`config.mk`:
```
export PLATFORM = sky130hd
export DESIGN_NAME = conv_frame_arb
export DESIGN_NICKNAME = d
export VERILOG_FILES = /design/src/rtl/conv_frame_arb_pkg.sv /design/src/rtl/rr_arb2.sv /design/src/rtl/conv_frame_arb.sv
export SDC_FILE = /design/constraint.sdc
export NUM_CORES = 1
export LEC_CHECK = 0
export ABC_AREA = 1
export CAP_MARGIN = 0
export CORE_MARGIN = 1
export CORE_UTILIZATION = 39
export DETAILED_ROUTE_END_ITERATION = 8
export PLACE_DENSITY = 0.82
export SLEW_MARGIN = 20
export SYNTH_ARGS = -nofsm -noshare
export SYNTH_HDL_FRONTEND = slang
export SYNTH_SLANG_ARGS = --single-unit
```
`constraint.sdc`:
```
create_clock -name clk -period 1.8 [get_ports clk]
set_clock_uncertainty 0.05 [all_clocks]
set_input_delay 0.18 -clock clk [delete_from_list [all_inputs] [get_ports clk]]
set_output_delay 0.18 -clock clk [all_outputs]
set_load 0.05 [all_outputs]
```
`src/rtl/conv_frame_arb_pkg.sv`:
```
// Shared FSM encoding and default geometry for the frame arbiter.
// Defaults describe an 8x8 frame feeding a 3x3 valid-only convolution engine.
package conv_frame_arb_pkg;

    typedef enum logic [2:0] {
        ST_IDLE,
        ST_CLEAR,
        ST_STREAM,
        ST_DRAIN,
        ST_DONE
    } state_t;

    localparam int IMG_W_DEF     = 8;
    localparam int IMG_H_DEF     = 8;
    localparam int DRAIN_MAX_DEF = 64;

endpackage

```
`src/rtl/rr_arb2.sv`:
```
// Two-way round-robin picker with a last-served pointer; combinational pick, 0 cycles.
// No backpressure: the pointer moves only when the owner's frame retires (upd).
module rr_arb2 (
    input  logic clk,
    input  logic rst,
    input  logic req0,
    input  logic req1,
    input  logic upd,
    input  logic served,
    output logic any,
    output logic win
);

    logic last_q;

    // Reset to "1 served last" so requester 0 wins the first tie.
    always_ff @(posedge clk) begin
        if (rst) begin
            last_q <= 1'b1;
        end else if (upd) begin
            last_q <= served;
        end
    end

    assign any = req0 | req1;
    assign win = (req0 & req1) ? ~last_q : req1;

endmodule

```
`src/rtl/conv_frame_arb.sv`:
```
// Arbitrates one convolution engine between two frame requesters, one whole frame per grant.
// Pixel path 0-cycle combinational; results forwarded with 1-cycle register latency.
// Backpressure: only the granted requester sees pix_rdy; engine results are never stalled.
module conv_frame_arb
    import conv_frame_arb_pkg::*;
#(
    parameter int IMG_W     = IMG_W_DEF,
    parameter int IMG_H     = IMG_H_DEF,
    parameter int DRAIN_MAX = DRAIN_MAX_DEF
) (
    input  logic               clk,
    input  logic               rst,
    input  logic               req0,
    input  logic               req1,
    output logic               gnt0,
    output logic               gnt1,
    input  logic               pix_vld0,
    input  logic               pix_vld1,
    input  logic [7:0]         pix0,
    input  logic [7:0]         pix1,
    output logic               pix_rdy0,
    output logic               pix_rdy1,
    output logic               res_vld0,
    output logic               res_vld1,
    output logic signed [31:0] res_out,
    output logic               frame_done0,
    output logic               frame_done1,
    output logic               err,
    output logic               eng_clr,
    output logic               eng_pix_en,
    output logic [7:0]         eng_pixel,
    input  logic signed [31:0] eng_conv_out,
    input  logic               eng_valid
);

    localparam int PIX_N = IMG_W * IMG_H;
    localparam int RES_N = (IMG_W - 2) * (IMG_H - 2);
    localparam int PCW   = $clog2(PIX_N + 1);
    localparam int RCW   = $clog2(RES_N + 1);
    localparam int DCW   = $clog2(DRAIN_MAX + 1);

    state_t             state_q, state_d;
    logic               owner_q;
    logic [PCW-1:0]     pix_cnt_q;
    logic [RCW-1:0]     res_cnt_q, res_cnt_nx;
    logic [DCW-1:0]     drain_cnt_q;
    logic               err_q, res_vld0_q, res_vld1_q;
    logic signed [31:0] res_q;
    logic               arb_any, arb_win;
    logic               xfer, acc, last_pix, res_full, drain_to;

    rr_arb2 u_arb (
        .clk    (clk),
        .rst    (rst),
        .req0   (req0),
        .req1   (req1),
        .upd    (state_q == ST_DONE),
        .served (owner_q),
        .any    (arb_any),
        .win    (arb_win)
    );

    always_comb begin
        xfer       = (state_q == ST_STREAM) && (owner_q ? pix_vld1 : pix_vld0);
        acc        = eng_valid && (state_q inside {ST_CLEAR, ST_STREAM, ST_DRAIN});
        // Saturate so surplus engine results can never wrap the count.
        res_cnt_nx = res_cnt_q;
        if (acc && (res_cnt_q != RCW'(RES_N))) begin
            res_cnt_nx = res_cnt_q + RCW'(1);
        end
        last_pix   = xfer && (pix_cnt_q == PCW'(PIX_N - 1));
        res_full   = (res_cnt_nx == RCW'(RES_N));
        drain_to   = (state_q == ST_DRAIN) && !res_full
                     && (drain_cnt_q == DCW'(DRAIN_MAX - 1));

        state_d = state_q;
        case (state_q)
            ST_IDLE:   if (arb_any) state_d = ST_CLEAR;
            ST_CLEAR:  state_d = ST_STREAM;
            ST_STREAM: if (last_pix) state_d = ST_DRAIN;
            ST_DRAIN:  if (res_full || drain_to) state_d = ST_DONE;
            ST_DONE:   state_d = ST_IDLE;
            default:   state_d = ST_IDLE;
        endcase
    end

    always_ff @(posedge clk) begin
        if (rst) begin
            state_q     <= ST_IDLE;
            owner_q     <= 1'b0;
            pix_cnt_q   <= '0;
            res_cnt_q   <= '0;
            drain_cnt_q <= '0;
            err_q       <= 1'b0;
            res_vld0_q  <= 1'b0;
            res_vld1_q  <= 1'b0;
            res_q       <= '0;
        end else begin
            state_q    <= state_d;
            res_vld0_q <= acc && !owner_q;
            res_vld1_q <= acc && owner_q;
            if (acc) begin
                res_q <= eng_conv_out;
            end
            if (drain_to) begin
                err_q <= 1'b1;
            end
            // Counters are held at zero while idle, so CLEAR starts from a clean slate.
            if (state_q == ST_IDLE) begin
                pix_cnt_q   <= '0;
                res_cnt_q   <= '0;
                drain_cnt_q <= '0;
                if (arb_any) begin
                    owner_q <= arb_win;
                end
            end else begin
                res_cnt_q <= res_cnt_nx;
                if (xfer) begin
                    pix_cnt_q <= pix_cnt_q + PCW'(1);
                end
                if (state_q == ST_DRAIN) begin
                    drain_cnt_q <= drain_cnt_q + DCW'(1);
                end
            end
        end
    end

    assign gnt0        = (state_q != ST_IDLE) && !owner_q;
    assign gnt1        = (state_q != ST_IDLE) && owner_q;
    assign pix_rdy0    = (state_q == ST_STREAM) && !owner_q;
    assign pix_rdy1    = (state_q == ST_STREAM) && owner_q;
    assign frame_done0 = (state_q == ST_DONE) && !owner_q;
    assign frame_done1 = (state_q == ST_DONE) && owner_q;
    assign eng_clr     = (state_q == ST_CLEAR);
    assign eng_pix_en  = xfer;
    assign eng_pixel   = xfer ? (owner_q ? pix1 : pix0) : 8'd0;
    assign res_vld0    = res_vld0_q;
    assign res_vld1    = res_vld1_q;
    assign res_out     = res_q;
    assign err         = err_q;

endmodule

```
==> results.cfg <==
[logic_synthesis]
yosys_warnings = 0
synth_commonest_cells = 94 x nor2_1, 60 x dfxtp_1, 56 x nand2_1
synth_edf_count = 0
synth_area_leader_cell = dfxtp_1
synth-main-ff-cell = dfxtp_1
syn_nets = 431
synth_top_area_share_pct = 45.8
syn_area_per_cell_um2 = 7.05
synth_cells = 372
netlist-cell-type-count = 29
synth_most_common_cell = nor2_1
ys_seq_elements = 60
ys_seq_area_share_pct = 45.8
synthArstFlopShare_pct = 0
syn_area_mm2 = 0.00262
synth.area.top_cells = dfxtp_1 46%, nor2_1 13%, nand2_1 8.0%

[power_and_ir_drop]
p_leak_uw = 0.00166
vdd_ir_drop_max_v = 0.00115
powerDensity_mw_per_mm2 = 1400

[sta]
setup_violations = 0
whs_ns = 0.418
worstMarginPinSlew_ns = 0.532
post-route-min-period_ns = 1.75
hold_viol = 0
relSlewSlack_pct = 64.4
finalCritPeriodShare_pct = 97.1
slew_violations = 0
fmax_mhz = 572

[flow_run]
maxCapViolations = 0

[global_route]
grt_pass1_wl_mm = 11.6
grt_overflow = 0
grt_max_degree = 35
grtUsageTotal_pct = 20.6
grt_antenna_before_repair = 0
grt_pass1_vias = 2620

[layout]
utilization_pct = 66.9
layout.nets = 547
drive_gt1_share_pct = 17.5
n_fill_cell = 507
diodes = 0
finalNonFillerCells = 569
area_growth_pct = 63.9

[drt]
post_drt_wl_per_cell_um = 12.5
drtIter0Drc = 106
antenna_left = 0
drc = 0
num_vias = 2763
routed_wl_mm = 7.09
drt_pre_antenna_iters = 4
vias_per_cell = 4.86

[placed_design]
io_buffers = 105
dp_hpwl_mm = 4.99
place_inst = 551
gp_congestion = 0.837

[setup_path]
cp_top_family = simple AND/OR/NAND/NOR gates
required_ns = 2.01
startpoint_type = register
crit_top_cell = nand2_1
cp-end-kind = register
cp.arrival_ns = 1.96
criticalPathCategory = reg2reg
cp_slowest_cell = dfxtp_1
crit_chain = nand2_1, nor2_1, nand2_4, nand2_4, nand2_1, nand2_1, nor2_1, nand3_1, nand3_2, nand3_1, nand2_1, nor2_1
path_max_fanout = 7
crit_buf_inv = 0
cp_slowest_stage_delay_ns = 0.44

[clock_tree]
clk_pin_slew_ns = 0.07
cts_made_buffers = 9
cts_root_buffer = clkbuf_8
cts_max_level = 3
cts_hold_buffers = 0
clock_latency_ns = 0.33
clock-sinks = 60
cts_tree = built
cts_buffer_depth = 2

[floorplanning]
pin_count = 106
die_y_um = 84.0
rows = 29
die_area_mm2 = 0.00706
start_util_pct = 40.9
die_x_um = 84.0
core-area_mm2 = 0.00642

[run_status]
status = completed

[min_path]
min_path_type = in2reg
-- state kept, by name, summed over array words and instances (netlist names) --
| signal | flops |
|---|---|
| u_arb.last_q | 1 |
| res_vld1 | 1 |
| pix_cnt_q | 7 |
| res_vld0 | 1 |
| drain_cnt_q | 7 |
| res_cnt_q | 6 |
| state_q | 3 |
| err | 1 |
| res_out | 32 |
| owner_q | 1 |
-- worst register-to-register path, cell delays in order, from the launching register on --
cell and delay [ns]:
dfxtp_1 0.44, nand2_1 0.14, nor2_1 0.21, nand2_4 0.10, nand2_4 0.10, nand2_1 0.07, nand2_1 0.08, nor2_1 0.05
nand3_1 0.12, nand3_2 0.11, nand3_1 0.09, nand2_1 0.05, nor2_1 0.08
-- cell usage in the layout (no fill, tap or decap), types with 2 or more instances in the layout --
master / instances
a21oi_1: 16
a21oi_4: 9
buf_12: 15
buf_4: 14
clkbuf_8: 9
clkdlybuf4s50_1: 89
clkinv_2: 3
clkinvlp_4: 2
dfxtp_1: 56
dfxtp_2: 3
ha_1: 2
ha_2: 2
inv_1: 28
inv_2: 3
nand2_1: 51
nand2_2: 6
nand2_4: 3
nand3_1: 15
nand3_2: 2
nand4_1: 3
nor2_1: 89
nor2_2: 4
nor2_4: 2
nor3_1: 5
nor3_2: 5
o21ai_0: 41
xnor2_1: 2
xor2_1: 2
-- cell families after synthesis --
kind of cell	synth area share, %
DFF	45.8
AOI/OAI and AO/OA	13.9
xor gates and xnor gates	1.34
and+or+nand+nor	30.3
adders and majority gates	1.91
buffers and inverters	6.82
-- area by class of cell --
class / instances / area, um2 / area share, %
Inverter: 32 / 125 / 2.91
Clock buffer: 10 / 128 / 2.97
Sequential cell: 60 / 1210 / 28.1
Timing Repair Buffer: 119 / 1310 / 30.4
Multi-Input combinational cell: 266 / 1400 / 32.7
Clock inverter: 5 / 30.0 / 0.698
Tap cell: 77 / 96.3 / 2.24
-- stage by stage --
stage / cell area, um2 / TNS (ns) / power (uW) / setup WS [ns]
floorplan: 2630 / -1.51 / 3750 / -0.189
detailed placement: 3940 / -0.127 / 4840 / -0.0448
global placement: 3940 / 0 / 4800 / 0.0200
finish: 4300 / 0 / 6010 / 0.0513
CTS: 4170 / -0.0294 / 5910 / -0.0104
global route: 4300 / -0.103 / 6340 / -0.0450
-- path summary, 6_finish.rpt --
| path | startpoint | to | slack [ns] | cells past startpoint |
|---|---|---|---|---|
| setup / recovery | res_cnt_q[2] | state_q[1] | 0.05 | 12 |
| hold / removal | eng_conv_out[22] | res_out[22] | 0.42 | 3 |
| setup reg to reg | res_cnt_q[2] | state_q[1] | 0.05 | 12 |
| hold reg to reg | res_out[14] | res_out[14] | 0.43 | 2 |
-- power breakdown --
part | switching, uW | leakage (uW) | internal [uW] | total [uW]
Combinational | 2120 | 0.00109 | 1140 | 3260
Clock | 504 | 0.0000779 | 483 | 988
Sequential | 154 | 0.000492 | 1610 | 1760
-- repair_timing --
item	in CTS	in global routing
pin swaps	2	4
setup endpoints to repair	12	17
resized for setup	17	27
setup buffers	1	2
-- metal layers --
| metal | GRT usage, % | part of all wire [%] |
|---|---|---|
| met1 | 23.3 | 41 |
| met2 | 36.3 | 52 |
| met3 | 7.32 | 5.8 |
| met4 | 6.11 | 1.5 |
| met5 | 0 | 0 |
Power figures use the tool's default switching activity.
